$ cat src/rtl/pc_pkg.sv
// Shared definitions for the program counter / return-address stack block:
// op encoding, strobe priority encoder, default widths and SP width helper.
package pc_pkg;

  localparam int DEF_ADDR_W = 4;
  localparam int DEF_DEPTH  = 4;

  typedef enum logic [2:0] {
    OP_NONE,
    OP_INR,
    OP_LD,
    OP_RET,
    OP_CALL,
    OP_CLR
  } op_e;

  // Reset is handled by the registers themselves; this only ranks CLR > CALL > RET > LD > INR.
  function automatic op_e op_select(input logic clr, input logic call, input logic ret,
                                    input logic ld, input logic inr);
    op_e op;
    op = OP_NONE;
    if (clr)       op = OP_CLR;
    else if (call) op = OP_CALL;
    else if (ret)  op = OP_RET;
    else if (ld)   op = OP_LD;
    else if (inr)  op = OP_INR;
    return op;
  endfunction

  function automatic int sp_width(input int depth);
    return $clog2(depth) + 1;
  endfunction

endpackage

$ cat src/rtl/pc_program_counter_stack_ras.sv
// Return-address stack: DEPTH-entry register file with write pointer and count.
// Saturates with a sticky overflow flag unless PC_STACK_WRAP_EN makes it circular.
module ras_return_stack
  import pc_pkg::*;
#(
  parameter int ADDR_W = DEF_ADDR_W,
  parameter int DEPTH  = DEF_DEPTH
) (
  input  logic                      clk_i,
  input  logic                      rst_i,
  input  logic                      push_i,
  input  logic                      pop_i,
  input  logic [ADDR_W-1:0]         push_data_i,
  output logic [ADDR_W-1:0]         top_data_o,
  output logic [$clog2(DEPTH):0]    depth_o,
  output logic                      full_o,
  output logic                      empty_o,
  output logic                      overflow_o,
  output logic                      underflow_o
);

  localparam int IW = $clog2(DEPTH);
  localparam int SW = sp_width(DEPTH);
  localparam logic [SW-1:0] FULL_CNT = SW'(DEPTH);

  logic [ADDR_W-1:0] mem_q [DEPTH];
  logic [IW-1:0]     wr_q;
  logic [SW-1:0]     cnt_q;
  logic              ovf_q, udf_q;
  logic              full, empty, do_write;

  assign full  = (cnt_q == FULL_CNT);
  assign empty = (cnt_q == '0);

  // The write pointer wraps naturally, so a circular overwrite lands on the oldest slot.
`ifdef PC_STACK_WRAP_EN
  assign do_write = push_i;
`else
  assign do_write = push_i && !full;
`endif

  always_ff @(posedge clk_i) begin
    if (rst_i) begin
      wr_q  <= '0;
      cnt_q <= '0;
      ovf_q <= 1'b0;
      udf_q <= 1'b0;
    end else if (push_i) begin
      if (do_write) begin
        wr_q <= wr_q + 1'b1;
        if (!full) cnt_q <= cnt_q + 1'b1;
      end else begin
        ovf_q <= 1'b1;
      end
    end else if (pop_i) begin
      if (empty) begin
        udf_q <= 1'b1;
      end else begin
        wr_q  <= wr_q - 1'b1;
        cnt_q <= cnt_q - 1'b1;
      end
    end
  end

  always_ff @(posedge clk_i) begin
    if (!rst_i && do_write) mem_q[wr_q] <= push_data_i;
  end

  assign top_data_o  = mem_q[wr_q - 1'b1];
  assign depth_o     = cnt_q;
  assign full_o      = full;
  assign empty_o     = empty;
  assign overflow_o  = ovf_q;
  assign underflow_o = udf_q;

endmodule

$ cat src/rtl/pc_program_counter_stack.sv
// Program counter with load/increment/clear plus hardware CALL/RET return stack.
// Optional macro PC_STACK_WRAP_EN selects a circular (non-saturating) return stack.
module pc_program_counter_stack
  import pc_pkg::*;
#(
  parameter int                ADDR_W       = DEF_ADDR_W,
  parameter int                DEPTH        = DEF_DEPTH,
  parameter logic [ADDR_W-1:0] RESET_VECTOR = '0
) (
  input  logic                   clk_clock,
  input  logic                   RST_reset,
  input  logic                   CLR_clear,
  input  logic                   LD_load,
  input  logic                   INR_increment,
  input  logic                   CALL_call,
  input  logic                   RET_return,
  input  logic [ADDR_W-1:0]      PC_input,
  output logic [ADDR_W-1:0]      PC_output,
  output logic [$clog2(DEPTH):0] SP_depth,
  output logic                   STK_full,
  output logic                   STK_empty,
  output logic                   WRAP_pulse,
  output logic                   ERR_overflow,
  output logic                   ERR_underflow
);

  op_e               op;
  logic [ADDR_W-1:0] pc_q, pc_d, pc_inc, top_data;
  logic              wrap_q, wrap_d;
  logic              stk_empty;

  assign op     = op_select(CLR_clear, CALL_call, RET_return, LD_load, INR_increment);
  assign pc_inc = pc_q + 1'b1;

  always_comb begin
    pc_d   = pc_q;
    wrap_d = 1'b0;
    case (op)
      OP_CLR:  pc_d = RESET_VECTOR;
      OP_CALL: pc_d = PC_input;
      OP_RET:  if (!stk_empty) pc_d = top_data;
      OP_LD:   pc_d = PC_input;
      OP_INR: begin
        pc_d   = pc_inc;
        wrap_d = (pc_q == '1);
      end
      default: pc_d = pc_q;
    endcase
  end

  always_ff @(posedge clk_clock) begin
    if (RST_reset) begin
      pc_q   <= RESET_VECTOR;
      wrap_q <= 1'b0;
    end else begin
      pc_q   <= pc_d;
      wrap_q <= wrap_d;
    end
  end

  ras_return_stack #(
    .ADDR_W(ADDR_W),
    .DEPTH (DEPTH)
  ) u_ras (
    .clk_i      (clk_clock),
    .rst_i      (RST_reset),
    .push_i     (op == OP_CALL),
    .pop_i      (op == OP_RET),
    .push_data_i(pc_inc),
    .top_data_o (top_data),
    .depth_o    (SP_depth),
    .full_o     (STK_full),
    .empty_o    (stk_empty),
    .overflow_o (ERR_overflow),
    .underflow_o(ERR_underflow)
  );

  assign STK_empty  = stk_empty;
  assign PC_output  = pc_q;
  assign WRAP_pulse = wrap_q;

endmodule

$ cat config.mk
export PLATFORM = sky130hd
export DESIGN_NAME = pc_program_counter_stack
export DESIGN_NICKNAME = d
export VERILOG_FILES = /design/src/rtl/pc_pkg.sv /design/src/rtl/pc_program_counter_stack_ras.sv /design/src/rtl/pc_program_counter_stack.sv
export SDC_FILE = /design/constraint.sdc
export NUM_CORES = 1
export LEC_CHECK = 0
export ABC_AREA = 1
export CELL_PAD_IN_SITES_DETAIL_PLACEMENT = 2
export CELL_PAD_IN_SITES_GLOBAL_PLACEMENT = 2
export CORE_MARGIN = 10
export CORE_UTILIZATION = 31
export CTS_CLUSTER_SIZE = 20
export DETAILED_ROUTE_END_ITERATION = 7
export GPL_TIMING_DRIVEN = 0
export MAX_ROUTING_LAYER = met4
export PLACE_DENSITY = 0.82
export SYNTH_ARGS = -nofsm -noshare
export SYNTH_HDL_FRONTEND = slang
export SYNTH_SLANG_ARGS = --single-unit
$ cat constraint.sdc
create_clock -name clk_clock -period 1.7 [get_ports clk_clock]
set_input_delay 0.17 -clock clk_clock [delete_from_list [all_inputs] [get_ports clk_clock]]
set_output_delay 0.17 -clock clk_clock [all_outputs]
set_load 0.02 [all_outputs]
Yosys cells after proc, flatten, opt, wreduce, memory -nomap -nowiden
Memory sizes are Yosys's and may differ from the RTL's. Cells that the tools add are included.

Register bits after elaboration: 12. Memory bits (writable): 16. Bits of input ports: 11. Output and inout port bits: 12. Word-level logic and storage cells: 58. Memories kept: 1.

Memory list: u_ras.mem_q (words 4, bits a word 4, read ports 1, clocked after memory_dff 0, write ports 1, line pc_program_counter_stack_ras.sv:26) `logic [ADDR_W-1:0] mem_q [DEPTH];`.

Add/subtract/negate cells: 5. Eq/ne operators: 11. Mux-type cells: 18. Bitwise operators: 3. Reductions and logical operators: 14.

Operators by type and width (number): two-way mux 3 bit (7); one-hot mux 4 bit (4 select lines) (1); two-way mux 2 bit (6); equality test 3 bit (second input constant) (3); equality test 3 x 2 -> 1 bit (second input constant) (2); != test 2 bit (second input constant) (3); AND reduction 3 bit (2); adder 4 x 1 -> 4 bit (second input constant) (1); equality test 4 bit (second input constant) (1); two-way mux 4 bit (1); AND reduction 2 bit (2); AND reduction 4 bit (1); nonzero test 4 bit (1); OR reduction 2 bit (2); adder 3 x 1 -> 3 bit (second input constant) (1); equality test 3 x 1 -> 1 bit (second input constant) (1); logical NOT 3 bit (1); two-way mux 1 bit (3); inverter 1 bit (3); subtractor 3 x 1 -> 3 bit (second input constant) (1); adder 2 x 1 -> 2 bit (second input constant) (1); logical AND 1 bit (2); logical NOT 1 bit (2); != test 2 x 1 -> 1 bit (second input constant) (1); 2 further kinds (2).

Logic depth before layout (Yosys ltp)
Gate-level depths: netlist (run 1).

Word-level depth: 10. Gate-level depth with buffers: 10. Depth with buffers taken out: 10.

By module
Synthesis (run 1) repeated with hierarchy kept, for this count alone.

Cell total of the unflattened synthesis: 168. Area, all modules: 1436.4 um^2.

Modules (own cells, without submodules): ras_return_stack (instances 1, cells each 103, area an instance 1036.0 um^2, seq. area each 620.6 um^2); pc_program_counter_stack (instances 1, cells each 65, area an instance 400.4 um^2, seq. area each 100.1 um^2).

Least setup slack after synthesis (run 1)
No wires, ideal clock.

Kind: register to register. Start: register u_ras.wr_q[0]. End: register pc_q[0], in the netlist PC_output[0]. Library setup time: 0.071 ns. Data arrival time: 1.486 ns. Data required time: 1.629 ns. Setup slack: 0.143 ns. Cell stages (with the launch flop): 11. Buffers on the path: 1. Period minus slack after synthesis: 1.557 ns. Cell sequence: dfxtp_1 -> buf_2 -> inv_2 -> ha_1 -> inv_1 -> nand3_1 -> nand2_1 -> nand2_1 -> nand3_1 -> nand2_1 -> a21oi_1.

Longest elaborated chain between the ends: 4.

RTL lines: start: declaration (line pc_program_counter_stack_ras.sv:27) `logic [IW-1:0] wr_q;`; start signal: assignment (line pc_program_counter_stack_ras.sv:50) `wr_q <= wr_q + 1'b1;`; start signal: assignment (line pc_program_counter_stack_ras.sv:59) `wr_q <= wr_q - 1'b1;`; subtractor 2 x 1 -> 2 bit (line pc_program_counter_stack_ras.sv:69) `assign top_data_o = mem_q[wr_q - 1'b1];`; memory read (4 x 4 bit); two-way mux 4 bit (line pc_program_counter_stack.sv:41) `OP_RET: if (!stk_empty) pc_d = top_data;`; one-hot mux 4 bit (4 select lines) (line pc_program_counter_stack.sv:38) `case (op)`; end signal: assignment (line pc_program_counter_stack.sv:56) `pc_q <= pc_d;`; end: declaration (line pc_program_counter_stack.sv:28) `logic [ADDR_W-1:0] pc_q, pc_d, pc_inc, top_data;`.

No other way between the ends. The select of a mux whose other input is x is not followed. A chain may end at the register's enable or synchronous reset.

Worst setup path after layout (run 1)
Start: input CALL_call. End: memory u_ras.mem_q[2][2] (netlist bit), enable pin.

Longest elaborated chain between the ends: 7.

RTL lines: start: declaration (line pc_program_counter_stack.sv:15) `input logic CALL_call,`; two-way mux 3 bit (line pc_pkg.sv:23) `else if (call) op = OP_CALL;`; two-way mux 3 bit (line pc_pkg.sv:22) `if (clr) op = OP_CLR;`; equality test 3 bit (line pc_program_counter_stack.sv:67) `.push_i (op == OP_CALL),`; logical AND 1 bit (line pc_program_counter_stack_ras.sv:39) `assign do_write = push_i && !full;`; logical AND 1 bit (line pc_program_counter_stack_ras.sv:66) `if (!rst_i && do_write) mem_q[wr_q] <= push_data_i;`; two-way mux 1 bit (line pc_program_counter_stack_ras.sv:66); two-way mux 1 bit (not written as such) (line pc_program_counter_stack_ras.sv:66); end: declaration (line pc_program_counter_stack_ras.sv:26).

No other way between the ends.

==> results of run 1 <==
[synthesized netlist by cell type]
master / instances
nand2_1: 46
inv_1: 28
nand3_1: 18
nor2_1: 18
edfxtp_1: 16
dfxtp_1: 12
a21oi_1: 5
ha_1: 5
nand2_2: 5
inv_2: 3
nand2_4: 3
nor2_2: 3
o21ai_2: 3
a21oi_2: 2
nand4_1: 2
o21ai_1: 2
xor2_1: 2
buf_2: 1
clkbuf_1: 1
fa_1: 1
inv_4: 1
nor2_8: 1
nor3_1: 1
nor3_2: 1
o21ai_0: 1
xnor2_1: 1
[timing repair]
| item | in CTS | in global routing |
|---|---|---|
| gates resized for setup | 9 | 4 |
| setup endpoints to repair | 11 | 18 |
| setup buffers | 0 | 1 |
[area by class of cell]
| type | count | area, sq um | area share, % |
|---|---|---|---|
| Timing Repair Buffer | 22 | 216.5 | 11.52 |
| Multi-Input combinational cell | 120 | 669.4 | 35.62 |
| Tap cell | 67 | 83.83 | 4.461 |
| Buffer | 2 | 18.77 | 0.9987 |
| Inverter | 32 | 127.6 | 6.791 |
| Clock buffer | 3 | 41.29 | 2.197 |
| Sequential cell | 28 | 721.9 | 38.42 |
[path summary, 6_finish.rpt]
path / startpoint / end / slack, ns
setup / recovery: CALL_call / u_ras.mem_q[2][2]$_DFFE_PP_ / 0.10
hold reg to reg: u_ras.overflow_o$_SDFFE_PP0P_ / u_ras.overflow_o$_SDFFE_PP0P_ / 0.49
setup reg to reg: u_ras.depth_o[0]$_SDFFE_PP0P_ / u_ras.mem_q[2][2]$_DFFE_PP_ / 0.11
hold / removal: RST_reset / u_ras.underflow_o$_SDFFE_PP0P_ / 0.31
[metal layers]
layer  GRT usage [%]  wire [microns]  vias up  share of wire, %
li1                -               -      622                 -
met1           12.60            1942      625                47
met2           18.70            2022       18                49
met3          0.9144              50        5               1.2
met4           4.852              81        0               2.0
met5               -               0        -                 0
[sequential cells by signal, summed over array words and instances, names as in the netlist]
| name | cells |
|---|---|
| u_ras.wr_q | 2 |
| WRAP_pulse | 1 |
| u_ras.mem_q | 16 |
| u_ras.overflow_o | 1 |
| u_ras.depth_o | 3 |
| u_ras.underflow_o | 1 |
| PC_output | 4 |
[report_power, final]
group / switching [mW] / total [mW] / internal [mW]
sequential: 0.0299 / 0.781 / 0.751
clock: 0.219 / 0.379 / 0.160
combinational: 0.252 / 0.415 / 0.163
total: 0.501 / 1.58 / 1.07
[worst max-delay path, delay by kind of cell]
family | cells | cell delay, ns
AND/OR/NAND/NOR | 3 | 0.70
buffers and inverters | 2 | 0.65
[per-stage QoR]
stage	TNS [ns]	cells	power, mW
global placement	-4.081	270	1.187
floorplan	0	182	1.038
finish	0	274	1.575
global route	-0.2960	274	1.672
CTS	0	273	1.596
detailed placement	-4.759	270	1.198
[logic make-up after synthesis]
group | share of synthesized area (%)
xor+xnor | 1.745
buf+inv | 8.721
flops | 47.84
simple gates | 30.65
compound gates | 5.565
fa+ha+maj | 5.482
==> results.md, run 1 <==
- Status: finished, final reports clean
- Worst-path fanout max: 5
- Placed cell area: 0.001800 sq mm
- Final worst slack: 0.1015 ns
- CP endpoint kind: flip-flop
- Min cycle time layout: 1.598 ns
- Final instance area: 0.001879 sq mm
- CP max-delay cell: clkdlybuf4s50_1
- Setup violators final: 0
- Cts hold-fix bufs: 0
- RSZ-0062 raised after global routing: yes
- Area growth syn-to-layout: 24.75%
- IO Count: 23
- Root Buffer: clkbuf_8
- Mapped Avg Cell Area: 8.277 sq um
- Commonest non-fill, non-tap cell in the layout: nand2_1
- LEAKAGE: 0.7953 nW
- Port bufs: 21
- Final hold violation count: 0
- Die W: 89.71 microns
- Core ar.: 0.004723 sq mm
- Hold slack: 0.3107 ns
- Routed WL per cell: 14.95 microns
- Maximum vdd ir drop: 0.3342 mV
- Site Rows: 25
- Count of final max-slew check failures: 0
- Max Cap Viol: 0
- Yosys reg bits: 28
- WL final: 4.096 mm
- Total track usage: 10.88%
- Max clock buf depth: 2
- Commonest non-fill, non-tap cells in the layout: nand2_1, inv_1, clkdlybuf4s50_1
- Antenna Nets Post-Route: 0
- Die area: 0.008048 sq mm
- Max Clock Freq: 625.6 MHz
- Crit path cell chain: clkdlybuf4s50_1, nand2_4, inv_1, nand3_1, nor2_1
- Mapped Area: 0.001506 sq mm
- Cells after synthesis: 182
- Number of cells on the worst hold path: 2
- Largest net degree at the start of global routing: 15
- Worst path arrival time: 1.54 ns
- H-tree levels: 1
- Total number of vias: 1270
- Yosys top cell by area: edfxtp_1
- Vias per Instance: 4.635
- Synth area leaders: edfxtp_1, dfxtp_1, nand2_1
- Syn nets: 199
- # fillers: 536
- Critical Path Max Stage Delay: 0.53 ns
- Pre-CTS setup slack: -0.4236 ns
- Clock transition at the registers of the reported paths: 0.10 ns
- Vias in the first global route: 1395
- DIE HEIGHT: 89.71 microns
- Clock sinks: 28
- Clock skew: 0.007182 ns
- WS Path Type: in2reg
- DRC: 0
- GPL Wtd Cong: 0.7711
- N_diodes: 0
- Finished Core Util: 39.79%
- Drt pass-1 iters: 4
- Register area share after synthesis: 47.84%
- Pwr Density: 838.3 mW/mm^2
- Register-to-Register Path Depth: 4
- DR iter-0 viols: 58
- TritonCTS Buffers: 3
- Worst-Margin Slew: 0.5367 ns
- Nets: 226
- TritonCTS clock tree: done
- CP required: 1.64 ns
- Fin crit share: 94.03%
- Ys Warns: 0
- Synth unique cells: 26
- Hold Crit Class: in2reg
- CP Launch Type: input pin
- Max_slew headroom: 64.22%
- Initial antenna violation count: 0
- Synth top area share: 31.89%
- First-pass GRT wire length: 7.024 mm
- DP HPWL: 3.229 mm
- Starting density of the core: 31.89%
- Later-pin clock latency in the skew report: 0.29 ns
- Layout cells sized above 1: 14.98%
- Remaining Overflow, GRT: 0
No activity file was read; power rests on OpenSTA's default activity.
==> inputs of run 2 (changes only) <==
- GPL_TIMING_DRIVEN: 0 -> 1
==> run 2 against run 1 <==
  * Count of clock-buffer cells in the layout did not move
  * Largest cell class unchanged
  * Routed wire length rose by 1.1%
  * Critical path depth fell by 4
  * Clock power rose by 40%
  * Via count rose by 0.94%
  * Worst hold slack improved by 0.19 ns
  * Setup slack improved by 0.054 ns
==> results.md, run 2 (same netlist as run 1, synthesis figures left out) <==
- Status: finished, final reports clean
- CP max-delay cell: clkdlybuf4s50_1
- Largest Register: u_ras.mem_q
- Initial antenna violation count: 0 (unchanged)
- Worst Hold End: u_ras.underflow_o$_SDFFE_PP0P_
- WL final: 4.143 mm (+1.1%)
- Die W: 89.71 microns (unchanged)
- TritonCTS clock tree: done
- LEAKAGE: 0.8591 nW (+8.0%)
- Int Power: 1.240 mW (+15%)
- Hold Crit Class: reg2reg
- Final hold violation count: 0 (unchanged)
- Worst path arrival time: 1.37 ns (-0.17 ns)
- Area of the multi-input gates: 654.4 sq um (-2.2%)
- Maximum vdd ir drop: 0.3608 mV (+7.9%)
- Clock skew: 0.004928 ns (-0.002254 ns)
- Pre-CTS setup slack: 0.03460 ns (+0.4582 ns)
- Root Buffer: clkbuf_8
- Sequential share of power: 44.9% (-4.7 points)
- Clock sinks: 28 (unchanged)
- Final worst slack: 0.1553 ns (+0.05377 ns)
- Reg2reg end: PC_output[1]$_SDFFE_PP0P_
- Die area: 0.008048 sq mm (unchanged)
- Net Sw Frac: 28.65% (-3.2 points)
- Commonest non-fill, non-tap cell in the layout: nand2_1
- Max Cap Viol: 0 (unchanged)
- Nets: 236 (+4.4%)
- Min cycle time layout: 1.545 ns (-0.05377 ns)
- Routed WL per cell: 14.54 microns (-2.8%)
- Total number of vias: 1282 (+0.94%)
- Port bufs: 22 (+4.8%)
- Crit path cell chain: clkdlybuf4s50_1
- Remaining Overflow, GRT: 0 (unchanged)
- Area growth syn-to-layout: 30.23%
- DIE HEIGHT: 89.71 microns (unchanged)
- GPL Wtd Cong: 0.8214 (+6.5%)
- Fin crit share: 90.87% (-3.2 points)
- Clock transition at the registers of the reported paths: 0.10 ns (about the same)
- Comb pwr share: 24.5% (-1.8 points)
- WS Path Type: reg2out
- Number of cells on the worst hold path: 2 (unchanged)
- Count of final max-slew check failures: 0 (unchanged)
- Later-pin clock latency in the skew report: 0.27 ns (-0.02 ns)
- RSZ-0062 raised after global routing: no
- Setup violators final: 0 (unchanged)
- Max Clock Freq: 647.4 MHz (+3.5%)
- Cts hold-fix bufs: 0 (unchanged)
- Max reg flops: 16 (unchanged)
- Worst reg2reg setup slack: 0.23 ns (+0.12 ns)
- DR iter-0 viols: 31 (-47%)
- Core ar.: 0.004723 sq mm (unchanged)
- CP Launch Type: flip-flop
- First-pass GRT wire length: 7.058 mm (+0.48%)
- Vias in the first global route: 1430 (+2.5%)
- CP required: 1.53 ns (-0.11 ns)
- P_sw: 0.4978 mW (-0.65%)
- TritonCTS Buffers: 3 (unchanged)
- Pwr Density: 885.6 mW/mm^2 (+5.6%)
- Layout cells sized above 1: 18.35% (+3.4 points)
- CP endpoint kind: output port
- Worst-Margin Slew: 0.2947 ns (-0.2420 ns)
- FF-to-FF Start: u_ras.wr_q[1]$_SDFFE_PP0P_
- Commonest non-fill, non-tap cells in the layout: nand2_1, inv_1, clkdlybuf4s50_1
- Starting density of the core: 31.89% (unchanged)
- H-tree levels: 1 (unchanged)
- Max_slew headroom: 80.20% (+16 points)
- Site Rows: 25 (unchanged)
- Antenna Nets Post-Route: 0 (unchanged)
- Worst-path fanout max: 6 (+1)
- Bufs and invs on worst path: 1 (-1)
- Post-route setup TNS: 0 ns (unchanged)
- # Post-CTS Setup Buffers: 0 (unchanged)
- Total track usage: 10.70% (-0.18 points)
- N_diodes: 0 (unchanged)
- Drt pass-1 iters: 4 (unchanged)
- Max clock buf depth: 2 (unchanged)
- Vias per Instance: 4.498 (-3.0%)
- DRC: 0 (unchanged)
- DP HPWL: 3.354 mm (+3.9%)
- # fillers: 547 (+2.1%)
- Clock power frac: 30.6% (+6.5 points)
- Register-to-Register Path Depth: 9 (+5)
- Seq. cell area: 721.9 sq um (unchanged)
- Largest net degree at the start of global routing: 17 (+2)
- Top cell family by delay on the critical path: buffers and inverters
- IO Count: 23 (unchanged)
- Critical Path Max Stage Delay: 0.65 ns (+0.12 ns)
- HP Start: u_ras.underflow_o$_SDFFE_PP0P_
-- run 2: timing repair --
action	in CTS	in global routing
endpoints found under the setup margin	2	2
resized for setup	2	2
hold endpoints to repair	0	0
-- run 2: worst max path at each step --
stage / end / cells after the start / startpoint / slack, ns
floorplan: PC_output[0]$_SDFFE_PP0P_ / 10 / u_ras.wr_q[0]$_SDFFE_PP0P_ / 0.14
global placement: u_ras.depth_o[1]$_SDFFE_PP0P_ / 9 / CALL_call / 0.07
detailed placement: PC_output[1]$_SDFFE_PP0P_ / 8 / CALL_call / 0.03
CTS: PC_output[1]$_SDFFE_PP0P_ / 9 / u_ras.wr_q[1]$_SDFFE_PP0P_ / 0.12
global route: PC_output[1]$_SDFFE_PP0P_ / 9 / u_ras.wr_q[1]$_SDFFE_PP0P_ / 0.07
finish: PC_output[2] / 1 / PC_output[2]$_SDFFE_PP0P_ / 0.16
-- run 2: final cells by class --
| class | count | share of cell area, % |
|---|---|---|
| Inverter | 32 | 6.250 |
| Tap cell | 67 | 4.273 |
| Multi-Input combinational cell | 120 | 33.35 |
| Timing Repair Buffer | 34 | 15.69 |
| Clock inverter | 1 | 1.531 |
| Clock buffer | 3 | 2.105 |
| Sequential cell | 28 | 36.80 |
-- run 2: power by group through the flow --
stage                     Clock, mW  Combinational [mW]  Sequential (mW)
after global placement            0               0.427            0.795
after CTS                     0.546               0.436            0.781
after global routing          0.572               0.479            0.787
after floorplan                   0               0.227            0.811
final                         0.531               0.426            0.780
after detailed placement          0               0.439            0.796
-- run 2: per-layer routing --
metal	routed length [microns]	track usage [%]	vias up
li1	-	-	642
met2	2143	18.52	13
met5	0	-	-
met4	44	3.774	0
met1	1908	12.59	625
met3	46	0.9975	2
-- run 2: stage by stage --
step                      instance area, sq um  hold slack (ns)  std cells  util (%)  power (mW)
final                                     1962           0.5013        285     41.54       1.737
after global routing                      1962           0.5269        285     41.54       1.839
after CTS                                 1961           0.5048        285     41.51       1.763
after detailed placement                  1892           0.4742        281     40.05       1.235
after global placement                    1892           0.4579        281     40.05       1.221
after floorplan                           1506           0.4316        182         -       1.038
